--- src/rtl/enum_op_pkg.sv ---
// Shared definitions for the enum-opcode issuer/executor pair.
//   op_t    : opcode values understood by the executor (any other value selects MUL)
//   state_t : issuer FSM states
//   op_ref  : reference model of the executor (A = opcode, B = operand), used by the bench
package enum_op_pkg;

    localparam int unsigned NBITS_DEF = 8;

    typedef enum logic [7:0] {
        OP_INC = 8'd17,
        OP_ADD = 8'd18,
        OP_SUB = 8'd19,
        OP_MUL = 8'd20
    } op_t;

    typedef enum logic [1:0] {
        IDLE  = 2'd0,
        ISSUE = 2'd1,
        HOLD  = 2'd2
    } state_t;

    // Executor behaviour; unknown opcodes fall through to a truncated multiply.
    function automatic logic [7:0] op_ref(input logic [7:0] a, input logic [7:0] b);
        logic [15:0] prod;
        prod = a * b;
        case (a)
            OP_INC:  return a + 8'd1;
            OP_ADD:  return a + b;
            OP_SUB:  return a - b;
            default: return prod[7:0];
        endcase
    endfunction

endpackage

--- src/rtl/enum_op_issuer_if.sv ---
// Bus between a request producer / executor and the issuer.
//   in_*  : request handshake (valid/ready) with opcode and operand
//   ex_*  : registered operands to the combinational executor and its result
//   out_* : result handshake (valid/ready) with the producing opcode
// master = producer/consumer/executor side, slave = issuer side.
interface enum_op_issuer_if #(
    parameter int unsigned NBITS = 8
);
    logic             in_valid;
    logic             in_ready;
    logic [NBITS-1:0] in_op;
    logic [NBITS-1:0] in_arg;
    logic [NBITS-1:0] ex_a;
    logic [NBITS-1:0] ex_b;
    logic [NBITS-1:0] ex_xout;
    logic             out_valid;
    logic             out_ready;
    logic [NBITS-1:0] out_op;
    logic [NBITS-1:0] out_data;

    modport master (
        output in_valid, in_op, in_arg, ex_xout, out_ready,
        input  in_ready, ex_a, ex_b, out_valid, out_op, out_data
    );

    modport slave (
        input  in_valid, in_op, in_arg, ex_xout, out_ready,
        output in_ready, ex_a, ex_b, out_valid, out_op, out_data
    );
endinterface

--- src/rtl/enum_op_fifo.sv ---
// Request FIFO holding {op, arg} pairs.
//   CLK, RST_N          : clock, asynchronous active-low reset
//   push, push_op/arg   : write request (ignored when full)
//   pop, head_op/arg    : read request (ignored when empty) and current head entry
//   full, empty, count  : occupancy status
module enum_op_fifo #(
    parameter int unsigned NBITS = 8,
    parameter int unsigned DEPTH = 4
) (
    input  logic                     CLK,
    input  logic                     RST_N,
    input  logic                     push,
    input  logic [NBITS-1:0]         push_op,
    input  logic [NBITS-1:0]         push_arg,
    input  logic                     pop,
    output logic [NBITS-1:0]         head_op,
    output logic [NBITS-1:0]         head_arg,
    output logic                     full,
    output logic                     empty,
    output logic [$clog2(DEPTH):0]   count
);
    localparam int unsigned PW = $clog2(DEPTH);

    logic [2*NBITS-1:0] mem [DEPTH];
    logic [PW-1:0]      wr_ptr_q, rd_ptr_q;
    logic [PW:0]        count_q;
    logic               do_push, do_pop;

    assign full    = (count_q == (PW+1)'(DEPTH));
    assign empty   = (count_q == '0);
    assign count   = count_q;
    assign do_push = push && !full;
    assign do_pop  = pop && !empty;

    assign {head_op, head_arg} = mem[rd_ptr_q];

    always_ff @(posedge CLK or negedge RST_N) begin
        if (!RST_N) begin
            wr_ptr_q <= '0;
            rd_ptr_q <= '0;
            count_q  <= '0;
        end else begin
            if (do_push) wr_ptr_q <= wr_ptr_q + PW'(1);
            if (do_pop)  rd_ptr_q <= rd_ptr_q + PW'(1);
            case ({do_push, do_pop})
                2'b10:   count_q <= count_q + (PW+1)'(1);
                2'b01:   count_q <= count_q - (PW+1)'(1);
                default: count_q <= count_q;
            endcase
        end
    end

    // Storage needs no reset: entries are only observable while count says valid.
    always_ff @(posedge CLK) begin
        if (do_push) mem[wr_ptr_q] <= {push_op, push_arg};
    end

endmodule

--- src/rtl/enum_op_issuer.sv ---
// Buffers opcode/operand requests, issues them one at a time to a combinational
// executor, registers the result and presents it with a valid/ready handshake.
//   CLK, RST_N : clock, asynchronous active-low reset
//   bus        : enum_op_issuer_if slave (request in, executor A/B/XOUT, result out)
module enum_op_issuer
    import enum_op_pkg::*;
#(
    parameter int unsigned NBITS = 8,
    parameter int unsigned DEPTH = 4
) (
    input  logic              CLK,
    input  logic              RST_N,
    enum_op_issuer_if.slave   bus
);
    localparam int unsigned CW = $clog2(DEPTH) + 1;

    localparam logic [1:0] ST_IDLE  = IDLE;
    localparam logic [1:0] ST_ISSUE = ISSUE;
    localparam logic [1:0] ST_HOLD  = HOLD;

    logic [1:0]       state_q, state_d;
    logic [NBITS-1:0] ex_a_q, ex_b_q;
    logic [NBITS-1:0] out_op_q, out_data_q;
    logic             out_valid_q;

    logic             fifo_full, fifo_empty, push, pop;
    logic [CW-1:0]    fifo_count;
    logic [NBITS-1:0] head_op, head_arg;

    assign bus.in_ready = (fifo_count < CW'(DEPTH));
    assign push         = bus.in_valid && !fifo_full;

    enum_op_fifo #(
        .NBITS (NBITS),
        .DEPTH (DEPTH)
    ) u_fifo (
        .CLK      (CLK),
        .RST_N    (RST_N),
        .push     (push),
        .push_op  (bus.in_op),
        .push_arg (bus.in_arg),
        .pop      (pop),
        .head_op  (head_op),
        .head_arg (head_arg),
        .full     (fifo_full),
        .empty    (fifo_empty),
        .count    (fifo_count)
    );

    always_comb begin
        state_d = state_q;
        pop     = 1'b0;
        case (state_q)
            ST_IDLE: begin
                if (!fifo_empty) begin
                    pop     = 1'b1;
                    state_d = ST_ISSUE;
                end
            end
            ST_ISSUE: state_d = ST_HOLD;
            ST_HOLD: begin
                // Accepting the result and issuing the next request share a cycle.
                if (bus.out_ready) begin
                    if (!fifo_empty) begin
                        pop     = 1'b1;
                        state_d = ST_ISSUE;
                    end else begin
                        state_d = ST_IDLE;
                    end
                end
            end
            default: state_d = ST_IDLE;
        endcase
    end

    always_ff @(posedge CLK or negedge RST_N) begin
        if (!RST_N) begin
            state_q     <= ST_IDLE;
            ex_a_q      <= '0;
            ex_b_q      <= '0;
            out_op_q    <= '0;
            out_data_q  <= '0;
            out_valid_q <= 1'b0;
        end else begin
            state_q <= state_d;
            if (pop) begin
                ex_a_q <= head_op;
                ex_b_q <= head_arg;
            end
            // Executor output has settled one cycle after EX_A/EX_B were loaded.
            if (state_q == ST_ISSUE) begin
                out_data_q  <= bus.ex_xout;
                out_op_q    <= ex_a_q;
                out_valid_q <= 1'b1;
            end else if (state_q == ST_HOLD && bus.out_ready) begin
                out_valid_q <= 1'b0;
            end
        end
    end

    assign bus.ex_a      = ex_a_q;
    assign bus.ex_b      = ex_b_q;
    assign bus.out_op    = out_op_q;
    assign bus.out_data  = out_data_q;
    assign bus.out_valid = out_valid_q;

endmodule

--- src/flat_wrapper.sv ---
// flat-port wrapper written by rule: the top's interface ports become plain ports
module enum_op_issuer_flat import enum_op_pkg::*;
#(
    parameter int unsigned NBITS = 8,
    parameter int unsigned DEPTH = 4
)
  (CLK, RST_N, bus_in_valid, bus_in_op, bus_in_arg, bus_ex_xout, bus_out_ready, bus_in_ready, bus_ex_a, bus_ex_b, bus_out_valid, bus_out_op, bus_out_data);
  enum_op_issuer_if #(.NBITS(NBITS)) bus_i ();
  input  logic CLK;
  input  logic RST_N;
  input wire logic [$bits(bus_i.in_valid)-1:0] bus_in_valid;
  input wire logic [$bits(bus_i.in_op)-1:0] bus_in_op;
  input wire logic [$bits(bus_i.in_arg)-1:0] bus_in_arg;
  input wire logic [$bits(bus_i.ex_xout)-1:0] bus_ex_xout;
  input wire logic [$bits(bus_i.out_ready)-1:0] bus_out_ready;
  output wire logic [$bits(bus_i.in_ready)-1:0] bus_in_ready;
  output wire logic [$bits(bus_i.ex_a)-1:0] bus_ex_a;
  output wire logic [$bits(bus_i.ex_b)-1:0] bus_ex_b;
  output wire logic [$bits(bus_i.out_valid)-1:0] bus_out_valid;
  output wire logic [$bits(bus_i.out_op)-1:0] bus_out_op;
  output wire logic [$bits(bus_i.out_data)-1:0] bus_out_data;
  assign bus_i.in_valid = bus_in_valid;
  assign bus_i.in_op = bus_in_op;
  assign bus_i.in_arg = bus_in_arg;
  assign bus_i.ex_xout = bus_ex_xout;
  assign bus_i.out_ready = bus_out_ready;
  assign bus_in_ready = bus_i.in_ready;
  assign bus_ex_a = bus_i.ex_a;
  assign bus_ex_b = bus_i.ex_b;
  assign bus_out_valid = bus_i.out_valid;
  assign bus_out_op = bus_i.out_op;
  assign bus_out_data = bus_i.out_data;
  enum_op_issuer #(.NBITS(NBITS), .DEPTH(DEPTH)) u_core (.CLK(CLK), .RST_N(RST_N), .bus(bus_i));
endmodule
--- config.mk ---
export PLATFORM = sky130hd
export DESIGN_NAME = enum_op_issuer_flat
export DESIGN_NICKNAME = d
export VERILOG_FILES = /design/src/rtl/enum_op_pkg.sv /design/src/rtl/enum_op_issuer_if.sv /design/src/rtl/enum_op_fifo.sv /design/src/rtl/enum_op_issuer.sv /design/src/flat_wrapper.sv
export SDC_FILE = /design/constraint.sdc
export NUM_CORES = 1
export LEC_CHECK = 0
export CAP_MARGIN = 10
export CORE_ASPECT_RATIO = 1.1
export CORE_MARGIN = 5
export CORE_UTILIZATION = 53
export CTS_CLUSTER_SIZE = 10
export DETAILED_ROUTE_END_ITERATION = 8
export PLACE_DENSITY = 0.78
export REMOVE_ABC_BUFFERS = 1
export SYNTH_ARGS = -nofsm -noshare
export SYNTH_HDL_FRONTEND = slang
export SYNTH_SLANG_ARGS = --single-unit
--- constraint.sdc ---
create_clock -name CLK -period 2.3 [get_ports CLK]
set_input_delay 0.46 -clock CLK [delete_from_list [all_inputs] [get_ports CLK]]
set_output_delay 0.46 -clock CLK [all_outputs]
set_load 0.01 [all_outputs]
==> summary.txt, run 1 <==
Global route
  – Vias in the first global route: 2135
  – First-pass GRT wire length: 10900 µm
  – Met2 Usage GRT: 26.2%
  – M3 GR Usage: 4.34%
  – GRT Total Usage: 15.4%
  – Met1 Usage GRT: 18.5%
  – Initial antenna violation count: 0
  – Largest net degree at the start of global routing: 26
  – Total grt overflow: 0
  – GR peak layer: met2

Synth
  – Ys flop type: edfxtp_1
  – Cells after Synth: 199
  – Post-synth EDFFs: 64
  – Sequential area share after synthesis: 72.2%
  – XOR/XNOR Fraction of Synth Area: 1.28%
  – Mapped cell area: 4120 µm²
  – Compound-Gate Fraction of Synth Area: 0.638%
  – Post-synthesis mux area share: 19.5%
  – Simple logic cell fraction of the synthesized area: 2.13%
  – Distinct cell type count of the synthesized netlist: 28
  – Syn. warnings: 0
  – Main combinational cell family by area after synthesis: multiplexers
  – Synth Area in Adders: 2.00%
  – Ys async rst share: 39.6%
  – Syn_area_per_cell: 20.7 µm²
  – Synth Register Bits: 106

Layout
  – ANT cells: 0
  – Fillers: 513
  – Fraction of layout cells with a size suffix above 1: 26.0%
  – Filler-free cell count of the finished design: 386
  – Post-Route Utilization: 68.0%
  – Nets@finish: 310
  – Multi-input logic area: 1050 µm²
  – Synthesis-to-layout area growth: 24.0%
  – Most common cell after layout, fill and taps aside: edfxtp_1
  – Final Instance Area: 5110 µm²
  – Commonest cells after routing, fill and taps aside: 64 x edfxtp_1, 60 x clkdlybuf4s50_1, 42 x dfrtp_1
  – Register area: 2970 µm²

Routing
  – Pre-Repair DR Iteration Count: 4
  – Vias per std cell: 5.18
  – 1st-iter DRT viols: 62
  – Wirelength per Cell: 17.3 µm
  – Final ANT Viol Nets: 0
  – DRC Markers: 0
  – Detailed Route WL: 6690 µm
  – Vias after detailed routing: 2000

Clock network
  – Worst skew pair latency: 0.36 ns
  – Clock Path Buffers: 2
  – H-tree levels: 3
  – CTS tree: yes
  – Root buf cell: clkbuf_8
  – Reg clk slew, reported paths: 0.09 ns
  – TritonCTS Buffers: 9
  – Resize count post-CTS: 0
  – CTS Sinks: 106
  – CTS Hold Bufs: 0
  – Setup Buffers After CTS: 0

Setup path
  – Critical-path cell with the highest stage delay: fa_1
  – Flop2flop setup slack: 0.39 ns
  – CP Cell Sequence: inv_1 -> o31a_1 -> inv_1 -> ha_1 -> inv_1 -> fa_1 -> xor2_1 -> nor2_1 -> xnor2_1
  – Worst Setup End Kind: flip-flop
  – Cells on worst reg2reg path: 9
  – Crit path from: u_core.u_fifo.count[2]$_DFFE_PN0P_
  – CP most frequent cell: inv_1
  – Slowest cell delay on critical path: 0.38 ns
  – Crit path DAT: 2.19 ns
  – Setup crit start kind: flip-flop
  – Crit Path Max Fanout: 3
  – R2R Path End: u_core.u_fifo.count[2]$_DFFE_PN0P_
  – WS Path Type: reg -> reg
  – Critical path required time: 2.58 ns
  – Source of the worst register-to-register timing path: u_core.u_fifo.count[2]$_DFFE_PN0P_

Floorplanning
  – Die Span X: 94.1 µm
  – Die Height: 102 µm
  – # rows: 33
  – Core footprint: 7510 µm²
  – Die ar.: 9640 µm²
  – Starting Density: 54.8%
  – Ports: 62

STA
  – Final setup vio count: 0
  – Fin. Hold Viols: 0
  – Tmin final: 1.91 ns
  – Max-slew violation count: 0
  – Unrepaired setup endpoints after global routing: no
  – Setup ws final: 0.393 ns
  – Final period utilization: 82.9%
  – Clock Skews: 0.00660 ns
  – Slew at the pin closest to its max-slew limit: 0.605 ns
  – Max_slew headroom: 59.7%
  – Max Clk Rate: 525 MHz

Power
  – Cell Int Power: 4.74 mW
  – Worst vdd ir: 0.603 mV
  – Sequential Power Share: 44.7%
  – Pwr per Cell Area: 1320 nW/µm²
  – Switching part of the total: 29.8%
  – Sw Pwr: 2.02 mW
  – Clock share of power: 14.6%
  – Leak: 1.93 nW
  – Combinational share of power: 40.7%

Place
  – Post-place setup slack: 0.0195 ns
  – IO buf count: 61
  – Final HPWL DP: 4580 µm
  – Routability Congestion: 0.709
  – Post-DP Area: 4940 µm²
  – DP Cell Count: 370

Flow run
  – Max Cap Viol: 0

Worst hold path
  – Hold crit path type: in -> async

Status
  – Status: completed
-- worst max-delay path by stage --
stage,cells after the start,endpoint
after floorplan,8,u_core.u_fifo.count[2]$_DFFE_PN0P_
after global placement,9,u_core.u_fifo.count[2]$_DFFE_PN0P_
after detailed placement,9,u_core.u_fifo.count[2]$_DFFE_PN0P_
after CTS,9,u_core.u_fifo.count[2]$_DFFE_PN0P_
after global routing,9,u_core.u_fifo.count[2]$_DFFE_PN0P_
final,9,u_core.u_fifo.count[2]$_DFFE_PN0P_
-- kinds of logic after synthesis --
kind of cell,Yosys count
mux,50
buf+inv,15
fa+ha+maj,6
compound gates,4
simple gates,12
xor+xnor,6
flops,106
-- synth_stat cells, drive strengths merged (2+ instances only) --
cell	count	area [µm²]
nor3	3	31.3
and2	4	25.0
xnor2	3	26.3
dfrtp	42	1050
a21oi	2	10.0
inv	9	33.8
ha	5	62.6
mux2	33	402
edfxtp	64	1920
nor2	2	10.0
mux4	16	390
xor2	3	26.3
buf	5	58.8
-- metrics by stage --
step	power (mW)	TNS, ns	hold slack [ns]
final	6.76	0	0.0941
after global routing	7.18	0	0.138
after CTS	6.86	0	0.118
after detailed placement	5.88	0	0.495
after global placement	5.76	0	0.488
after floorplan	4.60	-0.0308	0.164
-- per-layer routing --
layer  part of all wire, %  wire length [µm]
met4                   2.1               140
met5                     0                 0
met3                   4.7               313
met2                    52              3490
met1                    41              2740
-- power by group through the flow --
stage                     clock [mW]  combinational [mW]  sequential (mW)
after floorplan                    0                1.41             3.19
after global placement             0                2.72             3.03
after detailed placement           0                2.80             3.07
after CTS                       1.02                2.82             3.03
after global routing            1.10                2.98             3.10
final                          0.989                2.75             3.02
-- final cells by class --
class	instances	area share (%)
clock buffer	9	2.43
clock inverter	7	0.857
inverter	9	0.661
multi-input combinational	78	20.6
sequential	106	58.2
tap	105	2.57
timing repair buffer	72	14.7
-- worst max-delay path: cells and delay by family (launching register included) --
family | cells | cell delay (ns)
DFF | 1 | 0.37
buffers and inverters | 3 | 0.20
adders and majority gates | 2 | 0.55
xor gates and xnor gates | 2 | 0.28
and+or+nand+nor | 1 | 0.12
AOI/OAI and AO/OA | 1 | 0.32
-- sequential cells by signal (all words and copies together), names as in the netlist --
register and count:
u_core.bus.ex_a 8, u_core.bus.ex_b 8, u_core.bus.out_data 8, u_core.bus.out_op 8, u_core.bus.out_valid 1, u_core.state_q 2
u_core.u_fifo.count 3, u_core.u_fifo.mem 64, u_core.u_fifo.rd_ptr_q 2, u_core.u_fifo.wr_ptr_q 2
(Power assumes the default switching activity.)
==> run 2: changes to the inputs <==
Clock period 2.3 ns to 1.8 ns, I/O delays scaled along.
==> summary.txt, run 2 (synthesized netlist as in run 1, its figures left out) <==
Layout
  – Fillers: 522 (was 513)
  – Post-Route Utilization: 69.8% (was 68.0%)
  – Fraction of layout cells with a size suffix above 1: 30.4% (was 26.0%)
  – Flip-flop count of the largest register after layout: 64 (unchanged)
  – Most common cell after layout, fill and taps aside: edfxtp_1 (unchanged)
  – Top reg by flops: u_core.u_fifo.mem (unchanged)
  – ANT cells: 0 (unchanged)
  – Filler-free cell count of the finished design: 404 (was 386)
  – Synthesis-to-layout area growth: 27.3% (was 24.0%)
  – Nets@finish: 328 (was 310)
  – Commonest cells after routing, fill and taps aside: 64 x edfxtp_1, 59 x clkdlybuf4s50_1, 42 x dfrtp_1 (was 64 x edfxtp_1, 60 x clkdlybuf4s50_1, 42 x dfrtp_1)

Setup path
  – WS Path Type: reg -> reg (unchanged)
  – Crit path from: u_core.u_fifo.count[0]$_DFFE_PN0P_ (was u_core.u_fifo.count[2]$_DFFE_PN0P_)
  – Critical path required time: 2.08 ns (was 2.58 ns)
  – Crit Path Max Fanout: 3 (unchanged)
  – Slowest cell delay on critical path: 0.44 ns (was 0.38 ns)
  – Setup crit start kind: flip-flop (unchanged)
  – Critical-path cell with the highest stage delay: dfrtp_1 (was fa_1)
  – Source of the worst register-to-register timing path: u_core.u_fifo.count[0]$_DFFE_PN0P_ (was u_core.u_fifo.count[2]$_DFFE_PN0P_)
  – Crit path DAT: 2.08 ns (was 2.19 ns)
  – Worst Setup End Kind: flip-flop (unchanged)
  – CP Cell Sequence: o31a_1 -> inv_1 -> ha_2 -> inv_2 -> fa_2 -> xor2_1 -> nor2_1 -> xnor2_1 (was inv_1 -> o31a_1 -> inv_1 -> ha_1 -> inv_1 -> fa_1 -> xor2_1 -> nor2_1 -> xnor2_1)

Clock network
  – Worst skew pair latency: 0.36 ns (about the same)
  – Reg clk slew, reported paths: 0.10 ns (was 0.09 ns)
  – CTS tree: yes (unchanged)
  – Root buf cell: clkbuf_8 (unchanged)
  – H-tree levels: 3 (unchanged)
  – CTS Sinks: 106 (unchanged)
  – TritonCTS Buffers: 9 (unchanged)
  – Clock Path Buffers: 2 (unchanged)

Power
  – Worst vdd ir: 0.732 mV (was 0.603 mV)
  – Leak: 2.02 nW (was 1.93 nW)
  – Pwr per Cell Area: 1700 nW/µm² (was 1320 nW/µm²)
  – Final Power: 8.91 mW (was 6.76 mW)

STA
  – Fin. Hold Viols: 0 (unchanged)
  – Unrepaired setup endpoints after global routing: yes (was no)
  – Max-slew violation count: 0 (unchanged)
  – Tmin final: 1.79 ns (was 1.91 ns)
  – Max Clk Rate: 558 MHz (was 525 MHz)
  – Clock Skews: 0.0127 ns (was 0.00660 ns)
  – Slew at the pin closest to its max-slew limit: 0.447 ns (was 0.605 ns)
  – Hold slack: 0.471 ns (was 0.0941 ns)
  – Final setup vio count: 0 (unchanged)
  – Final period utilization: 99.6% (was 82.9%)
  – Max_slew headroom: 70.2% (was 59.7%)

Global route
  – Vias in the first global route: 2162 (was 2135)
  – Largest net degree at the start of global routing: 24 (was 26)
  – GRT Total Usage: 15.4% (about the same)
  – Initial antenna violation count: 0 (unchanged)
  – Total grt overflow: 0 (unchanged)
  – First-pass GRT wire length: 10900 µm (about the same)

Floorplanning
  – Die Height: 102 µm (unchanged)
  – Starting Density: 54.8% (unchanged)
  – # rows: 33 (unchanged)
  – Ports: 62 (unchanged)
  – Die Span X: 94.1 µm (unchanged)
  – Core footprint: 7510 µm² (unchanged)
  – Die ar.: 9640 µm² (unchanged)

Routing
  – Final ANT Viol Nets: 0 (unchanged)
  – DRC Markers: 0 (unchanged)
  – 1st-iter DRT viols: 54 (was 62)
  – Vias after detailed routing: 2011 (was 2000)
  – Wirelength per Cell: 16.3 µm (was 17.3 µm)
  – Vias per std cell: 4.98 (was 5.18)
  – Detailed Route WL: 6580 µm (was 6690 µm)
  – Pre-Repair DR Iteration Count: 4 (unchanged)

Place
  – DP Cell Count: 385 (was 370)
  – Routability Congestion: 0.730 (was 0.709)
  – Final HPWL DP: 4810 µm (was 4580 µm)
  – IO buf count: 61 (unchanged)

Status
  – Status: completed (unchanged)

Worst hold path
  – Hold crit path type: in -> async (unchanged)

Flow run
  – Max Cap Viol: 0 (unchanged)
## run 2: final cells by class
cell class	instances	area (µm²)	share of cell area [%]
inverters	9	33.8	0.644
clock inverters	7	67.6	1.29
repair buffers	90	853	16.3
flip-flops and latches	106	2970	56.7
well taps	105	131	2.50
clock buffers	9	124	2.36
multi-input cells	78	1060	20.3
## run 2: final timing paths
path                                                 endpoint  slack, ns  cells past startpoint
hold / removal               u_core.bus.out_op[5]$_DFFE_PN0P_       0.47                      2
max in group asynchronous      u_core.bus.ex_b[4]$_DFFE_PN0N_       0.84                      3
setup / recovery           u_core.u_fifo.count[2]$_DFFE_PN0P_      0.007                      8
setup reg to reg           u_core.u_fifo.count[2]$_DFFE_PN0P_      0.007                      8
min in group CLK           u_core.bus.out_data[6]$_DFFE_PN0P_       0.51                      1
hold reg to reg            u_core.bus.out_data[6]$_DFFE_PN0P_       0.51                      1
## run 2: report_power, final
| group | total [mW] | switching, mW | internal (mW) |
|---|---|---|---|
| combinational | 3.72 | 1.46 | 2.26 |
| sequential | 3.79 | 0.373 | 3.42 |
| clock | 1.39 | 0.752 | 0.641 |
## run 2: timing repair
item | CTS | global route
buffers inserted | 1 | 1
pin swaps | 2 | 1
hold buffers | 1 | 0
gates resized for setup | 3 | 3
hold endpoints to repair | 19 | 0
setup endpoints to repair | 3 | 2
## run 2: metrics by stage
step                      worst slack, ns  area, µm²  TNS (ns)
after floorplan                    -0.531       4060    -0.921
after global placement             -0.316       5010     -1.49
after detailed placement           -0.326       5010     -1.77
after CTS                        -0.00130       5230  -0.00130
after global routing              -0.0959       5250    -0.134
final                             0.00726       5250         0
## run 2: critical path: cells and delay by family, from the launching register on
kind / cells / cell delay [ns]
simple gates: 1 / 0.11
compound gates: 1 / 0.31
buf+inv: 2 / 0.10
fa+ha+maj: 2 / 0.50
flops: 1 / 0.44
xor+xnor: 2 / 0.26
## run 2: per-layer routing
metal	up-vias	global-route usage, %	share of wire [%]
met3	8	4.34	4.5
met4	0	5.67	1.3
met2	40	26.3	52
met5	-	0	0
li1	951	-	-
met1	1012	19.0	42
